==> src/rtl/mult_share_arb.sv <==
// mult_share_arb: round-robin sharing of one 4x4 array multiplier among NREQ requesters.
// Optional macro MULT_ARB_PIPE_EN inserts an extra product register (CALC2 state) for timing.

// One-bit full adder cell of the array multiplier.
module array_mult_fa (
    input  logic a_i,
    input  logic b_i,
    input  logic c_i,
    output logic s_o,
    output logic c_o
);
    assign s_o = a_i ^ b_i ^ c_i;
    assign c_o = (a_i & b_i) | (a_i & c_i) | (b_i & c_i);
endmodule

// Four-bit ripple adder row; s_o[4] is the carry out.
module array_mult_add4 (
    input  logic [3:0] a_i,
    input  logic [3:0] b_i,
    output logic [4:0] s_o
);
    logic c1, c2, c3;
    array_mult_fa u_f0 (.a_i(a_i[0]), .b_i(b_i[0]), .c_i(1'b0), .s_o(s_o[0]), .c_o(c1));
    array_mult_fa u_f1 (.a_i(a_i[1]), .b_i(b_i[1]), .c_i(c1),   .s_o(s_o[1]), .c_o(c2));
    array_mult_fa u_f2 (.a_i(a_i[2]), .b_i(b_i[2]), .c_i(c2),   .s_o(s_o[2]), .c_o(c3));
    array_mult_fa u_f3 (.a_i(a_i[3]), .b_i(b_i[3]), .c_i(c3),   .s_o(s_o[3]), .c_o(s_o[4]));
endmodule

// Combinational unsigned 4x4 array multiplier: AND partial products summed by three adder rows.
module array_mult_structural (
    input  logic [3:0] a_i,
    input  logic [3:0] b_i,
    output logic [7:0] p_o
);
    logic [3:0] pp0, pp1, pp2, pp3;
    logic [4:0] s1, s2, s3;
    assign pp0 = a_i & {4{b_i[0]}};
    assign pp1 = a_i & {4{b_i[1]}};
    assign pp2 = a_i & {4{b_i[2]}};
    assign pp3 = a_i & {4{b_i[3]}};
    array_mult_add4 u_r1 (.a_i({1'b0, pp0[3:1]}), .b_i(pp1), .s_o(s1));
    array_mult_add4 u_r2 (.a_i(s1[4:1]),          .b_i(pp2), .s_o(s2));
    array_mult_add4 u_r3 (.a_i(s2[4:1]),          .b_i(pp3), .s_o(s3));
    assign p_o = {s3, s2[0], s1[0], pp0[0]};
endmodule

// Arbiter, operand/product registers and response channel around the shared multiplier.
module mult_share_arb #(
    parameter  int NREQ = 4,
    localparam int IDW  = $clog2(NREQ)
) (
    input  logic              clk,
    input  logic              rst_n,
    input  logic [NREQ-1:0]   req_valid,
    input  logic [4*NREQ-1:0] req_m,
    input  logic [4*NREQ-1:0] req_q,
    output logic [NREQ-1:0]   req_ready,
    output logic              rsp_valid,
    input  logic              rsp_ready,
    output logic [7:0]        rsp_p,
    output logic [IDW-1:0]    rsp_id,
    output logic              busy
);
`ifdef MULT_ARB_PIPE_EN
    typedef enum logic [1:0] {IDLE, CALC, CALC2, RESP} state_t;
`else
    typedef enum logic [1:0] {IDLE, CALC, RESP} state_t;
`endif

    state_t         state_q, state_d;
    logic [IDW-1:0] ptr_q, ptr_d;
    logic [3:0]     op_m_q, op_m_d, op_q_q, op_q_d;
    logic [IDW-1:0] op_id_q, op_id_d;
    logic [7:0]     rsp_p_q, rsp_p_d;
    logic [IDW-1:0] rsp_id_q, rsp_id_d;
    logic           rsp_valid_q, rsp_valid_d;
`ifdef MULT_ARB_PIPE_EN
    logic [7:0]     pipe_p_q, pipe_p_d;
`endif
    logic [7:0]     mult_p;
    logic [IDW-1:0] win_idx, ptr_nxt;
    logic           win_found;
    logic [IDW:0]   cand, nxt;

    array_mult_structural u_mult (.a_i(op_m_q), .b_i(op_q_q), .p_o(mult_p));

    // Round-robin search: the lowest offset from ptr with a valid request wins.
    always_comb begin
        win_idx   = '0;
        win_found = 1'b0;
        cand      = '0;
        for (int k = NREQ - 1; k >= 0; k--) begin
            cand = {1'b0, ptr_q} + (IDW+1)'(k);
            if (cand >= (IDW+1)'(NREQ)) cand = cand - (IDW+1)'(NREQ);
            if (req_valid[cand[IDW-1:0]]) begin
                win_found = 1'b1;
                win_idx   = cand[IDW-1:0];
            end
        end
        nxt       = {1'b0, win_idx} + (IDW+1)'(1);
        ptr_nxt   = (nxt == (IDW+1)'(NREQ)) ? '0 : nxt[IDW-1:0];
        req_ready = (rst_n && state_q == IDLE && win_found) ? (NREQ'(1) << win_idx) : '0;
    end

    // Next-state and datapath-load decisions of the sharing FSM.
    always_comb begin
        state_d     = state_q;
        ptr_d       = ptr_q;
        op_m_d      = op_m_q;
        op_q_d      = op_q_q;
        op_id_d     = op_id_q;
        rsp_p_d     = rsp_p_q;
        rsp_id_d    = rsp_id_q;
        rsp_valid_d = rsp_valid_q;
`ifdef MULT_ARB_PIPE_EN
        pipe_p_d    = pipe_p_q;
`endif
        case (state_q)
            IDLE: begin
                if (win_found) begin
                    op_m_d  = req_m[int'(win_idx)*4 +: 4];
                    op_q_d  = req_q[int'(win_idx)*4 +: 4];
                    op_id_d = win_idx;
                    ptr_d   = ptr_nxt;
                    state_d = CALC;
                end
            end
`ifdef MULT_ARB_PIPE_EN
            CALC: begin
                pipe_p_d = mult_p;
                state_d  = CALC2;
            end
            CALC2: begin
                rsp_p_d     = pipe_p_q;
                rsp_id_d    = op_id_q;
                rsp_valid_d = 1'b1;
                state_d     = RESP;
            end
`else
            CALC: begin
                rsp_p_d     = mult_p;
                rsp_id_d    = op_id_q;
                rsp_valid_d = 1'b1;
                state_d     = RESP;
            end
`endif
            RESP: begin
                if (rsp_ready) begin
                    rsp_valid_d = 1'b0;
                    state_d     = IDLE;
                end
            end
            default: state_d = IDLE;
        endcase
    end

    // State and datapath registers; reset drops any in-flight transaction.
    always_ff @(posedge clk) begin
        if (!rst_n) begin
            state_q     <= IDLE;
            ptr_q       <= '0;
            op_m_q      <= '0;
            op_q_q      <= '0;
            op_id_q     <= '0;
            rsp_p_q     <= '0;
            rsp_id_q    <= '0;
            rsp_valid_q <= 1'b0;
`ifdef MULT_ARB_PIPE_EN
            pipe_p_q    <= '0;
`endif
        end else begin
            state_q     <= state_d;
            ptr_q       <= ptr_d;
            op_m_q      <= op_m_d;
            op_q_q      <= op_q_d;
            op_id_q     <= op_id_d;
            rsp_p_q     <= rsp_p_d;
            rsp_id_q    <= rsp_id_d;
            rsp_valid_q <= rsp_valid_d;
`ifdef MULT_ARB_PIPE_EN
            pipe_p_q    <= pipe_p_d;
`endif
        end
    end

    assign rsp_valid = rsp_valid_q;
    assign rsp_p     = rsp_p_q;
    assign rsp_id    = rsp_id_q;
    assign busy      = (state_q != IDLE);
endmodule

==> config.mk <==
export PLATFORM = sky130hd
export DESIGN_NAME = mult_share_arb
export DESIGN_NICKNAME = d
export VERILOG_FILES = /design/src/rtl/mult_share_arb.sv
export SDC_FILE = /design/constraint.sdc
export NUM_CORES = 1
export LEC_CHECK = 0
export CORE_MARGIN = 5
export CORE_UTILIZATION = 47
export CTS_BUF_LIST = sky130_fd_sc_hd__clkbuf_2 sky130_fd_sc_hd__clkbuf_4 sky130_fd_sc_hd__clkbuf_8
export DETAILED_ROUTE_END_ITERATION = 12
export MAX_ROUTING_LAYER = met4
export PLACE_DENSITY_LB_ADDON = 0.25
export SYNTH_ARGS = -nofsm -noshare
export SYNTH_HDL_FRONTEND = slang
export SYNTH_HIERARCHICAL = 1
export SYNTH_SLANG_ARGS = --single-unit
==> constraint.sdc <==
create_clock -name clk -period 5.5 [get_ports clk]
set_input_delay 0.55 -clock clk [delete_from_list [all_inputs] [get_ports clk]]
set_output_delay 0.55 -clock clk [all_outputs]
set_load 0.02 [all_outputs]
==> impl_results.md <==
* Status: complete, no violations
* Multi-input logic area at slightly above 1000 um2
* Vias/cell at 5.00
* Sequential Area at 500 um2
* Via count at around 1300
* CTS tree: built
* Post-Syn Area at 1610 um2
* Number of synthesis warnings at 6
* Longest Clk Path Bufs at 2
* FF-to-FF path depth at 11
* Avg WL per Cell at 13.2 um
* Crit path DAT at about 4.7 ns
* WP data required at 5.75 ns
* Drt drc at 0
* Post-CTS Setup Repair Bufs at 0
* Filler cell count at 294
* Primary FF master, synth: dfxtp_1
* Fin nets at 274
* Number of synthesized register bits at 25
* Grt met1 use at 21.0%
* Die span in x at 68.4 um
* Row count at 21
* Met3 Use GR at 3.61%
* Placed wire-length estimate at 2.95 mm
* Start of the worst register-to-register path: op_m_q[1]$_SDFFE_PN0P_
* Pwr dens at about 230 nW/um2
* Core area at 3310 um2
* Fmax at 0.227 GHz
* Post-synthesis sequential area ratio at a little over 30%
* Crit end category: flop
* TNS Setup at 0 ns
* Tcrit/Tclk final at approximately 80%
* Clock-pin slew on the worst setup and hold paths at 0.14 ns
* Port Buffers at 54
* Area grow syn2layout at 35.8%
* Clk Tree Root Cell: clkbuf_4
* Fraction of layout cells with a size suffix above 1 at 5.88%
* HP Class: flop to flop
* Initial antenna violation count at 0
* Maxcap violations at 0
* Post-cts hold buffer count at 0
* GRT met2 Usage at 29.4%
* Hold Crit Depth at 2
* Gpl congestion at 0.819
* Critical Path Source Type: flop
* Slew headroom at 47.9%
* Initial DRC Count at 81
* TritonCTS buffer count at 3
* Antenna Diode Count at 0
* Initial core utilization at 48.5%
* DRT Wirelength at about 3.5 mm
* P_leak at 0.859 nW
* I/O pin cnt at 55
* Final hold viol count at 0
* Worst-Skew Late Latency at 0.31 ns
* H-tree depth at 1
* Min-Delay Endpoint: rsp_id[0]$_SDFFE_PN0P_
* Fin crit period at 4.41 ns
* Fin. max-slew vios at 0
* First-pass GRT wire length at 6.19 mm
* GRT Overall Usage at 17.8%
* Vias in the first global route at 1450
* R2r endpoint: rsp_p[6]$_SDFFE_PN0P_
* Worst slew pin tran at 0.780 ns
* Die Span Y at approximately 68 um
* Most Used Layer, Global Route: met2
* Largest net degree at the start of global routing at 27
* Die Area at 4680 um2
* Core Util, Final at 65.8%
* Post-Synthesis Cells at 172
* Setup Skew at 0.00452 ns
* EDFF count, synth at 0
* Syn Nets at 224
* GR Overflow Total at 0
* Crit Path Class: flop to flop
* Hold_sp: rsp_id[0]$_SDFFE_PN0P_
* Unique cell type count in the Yosys netlist at 33
* Unrepaired setup endpoints after global routing: false
* Avg Inst Size Synth at approximately 9.3 um2
* Peak supply drop at 0.117 mV
* PostCTS Resize Cnt at 0
* Worst reg2reg setup slack at 1.09 ns
* Drt pass-1 iters at 4
* Final number of setup-violating endpoints at 0
* Max FO, Critical Path at 5
* Antenna Violating Nets Remaining at 0
* CTS Sinks at 25
* Asr flop ratio synth at 0%
## state kept, by name (all words and copies together), names as in the netlist
signal	count
rsp_p	8
op_m_q	4
op_q_q	4
op_id_q	2
ptr_q	2
rsp_id	2
state_q	2
rsp_valid	1
## kinds of logic (layout without fill, tap and decap cells)
group           count (synthesis)  count (layout)  share of synthesized area [%]
compound gates                 35              35                           17.1
buf+inv                        13              62                           4.29
simple gates                   66              66                           20.8
flops                          25              25                           31.2
mux                            16              16                           9.98
fa+ha+maj                      13              13                           15.7
other cells                     4               4                          0.935
## metal layers
metal | vias up | routed length (um)
met4 | 0 | 74
met2 | 57 | 1640
met3 | 8 | 233
met5 | - | 0
li1 | 679 | -
met1 | 591 | 1590
## synthesized netlist by cell type, types with 2 or more instances
library cell | count | area share, %
mux2i_1 | 16 | 10
nand3_1 | 8 | 2.5
a21boi_0 | 13 | 6.1
buf_4 | 3 | 1.4
nand2_1 | 26 | 6.1
nand2b_1 | 3 | 1.2
o221ai_1 | 8 | 4.4
and2_1 | 16 | 6.2
nor2_1 | 5 | 1.2
dfxtp_1 | 25 | 31
conb_1 | 4 | 0.94
inv_1 | 3 | 0.70
a21oi_1 | 5 | 1.6
o21ai_0 | 3 | 0.94
clkbuf_1 | 4 | 0.94
nor2b_1 | 2 | 0.78
fa_1 | 12 | 15
## metrics by stage
step | hold slack [ns] | setup slack [ns] | instances | power [mW] | area (um2)
finish | 0.480 | 1.09 | 267 | 0.503 | 2180
global route | 0.506 | 0.946 | 267 | 0.539 | 2180
CTS | 0.486 | 1.08 | 267 | 0.508 | 2180
detailed placement | 0.468 | 1.10 | 263 | 0.422 | 2150
global placement | 0.454 | 1.25 | 263 | 0.414 | 2150
floorplan | 0.441 | 1.32 | 172 | 0.354 | 1610
## how the worst max path moves through the flow
stage	from	end	slack (ns)	cells past startpoint
after floorplan	op_m_q[1]$_SDFFE_PN0P_	rsp_p[6]$_SDFFE_PN0P_	1.32	11
after global placement	op_m_q[1]$_SDFFE_PN0P_	rsp_p[6]$_SDFFE_PN0P_	1.25	11
after detailed placement	op_m_q[1]$_SDFFE_PN0P_	rsp_p[6]$_SDFFE_PN0P_	1.10	11
after CTS	op_m_q[1]$_SDFFE_PN0P_	rsp_p[6]$_SDFFE_PN0P_	1.08	11
after global routing	op_m_q[1]$_SDFFE_PN0P_	rsp_p[6]$_SDFFE_PN0P_	0.95	11
final	op_m_q[1]$_SDFFE_PN0P_	rsp_p[6]$_SDFFE_PN0P_	1.09	11
## layout by cell type (no fill, tap or decap), types with 8 or more instances in the layout
cell type	Yosys	routed
and2_1	16	16
o221ai_1	8	8
a21boi_0	13	13
clkdlybuf4s50_1	0	54
nand2_1	26	26
dfxtp_1	25	25
mux2i_1	16	16
nand3_1	8	8
fa_1	12	12
## where the power goes
group | internal, mW | leakage (nW) | switching [mW] | total [mW]
combinational | 0.0974 | 0.635 | 0.0919 | 0.189
sequential | 0.205 | 0.205 | 0.0217 | 0.227
clock | 0.0332 | 0.0184 | 0.0534 | 0.0866
total | 0.336 | 0.859 | 0.167 | 0.503
## critical path, stage by stage, from the launching register on
cell	delay (ns)
dfxtp_1	0.37
and2_1	0.18
fa_1	0.43
fa_1	0.41
fa_1	0.49
fa_1	0.46
fa_1	0.48
fa_1	0.45
fa_1	0.39
fa_1	0.49
nand2_1	0.04
a21boi_0	0.15
## cell type report
| type | count | share of cell area [%] |
|---|---|---|
| tap | 46 | 2.64 |
| clock buffer | 4 | 1.38 |
| multi-input combinational | 134 | 47.5 |
| inverter | 4 | 0.689 |
| sequential | 25 | 23.0 |
| timing repair buffer | 54 | 24.8 |
No activity file was read; power rests on OpenSTA's default activity.
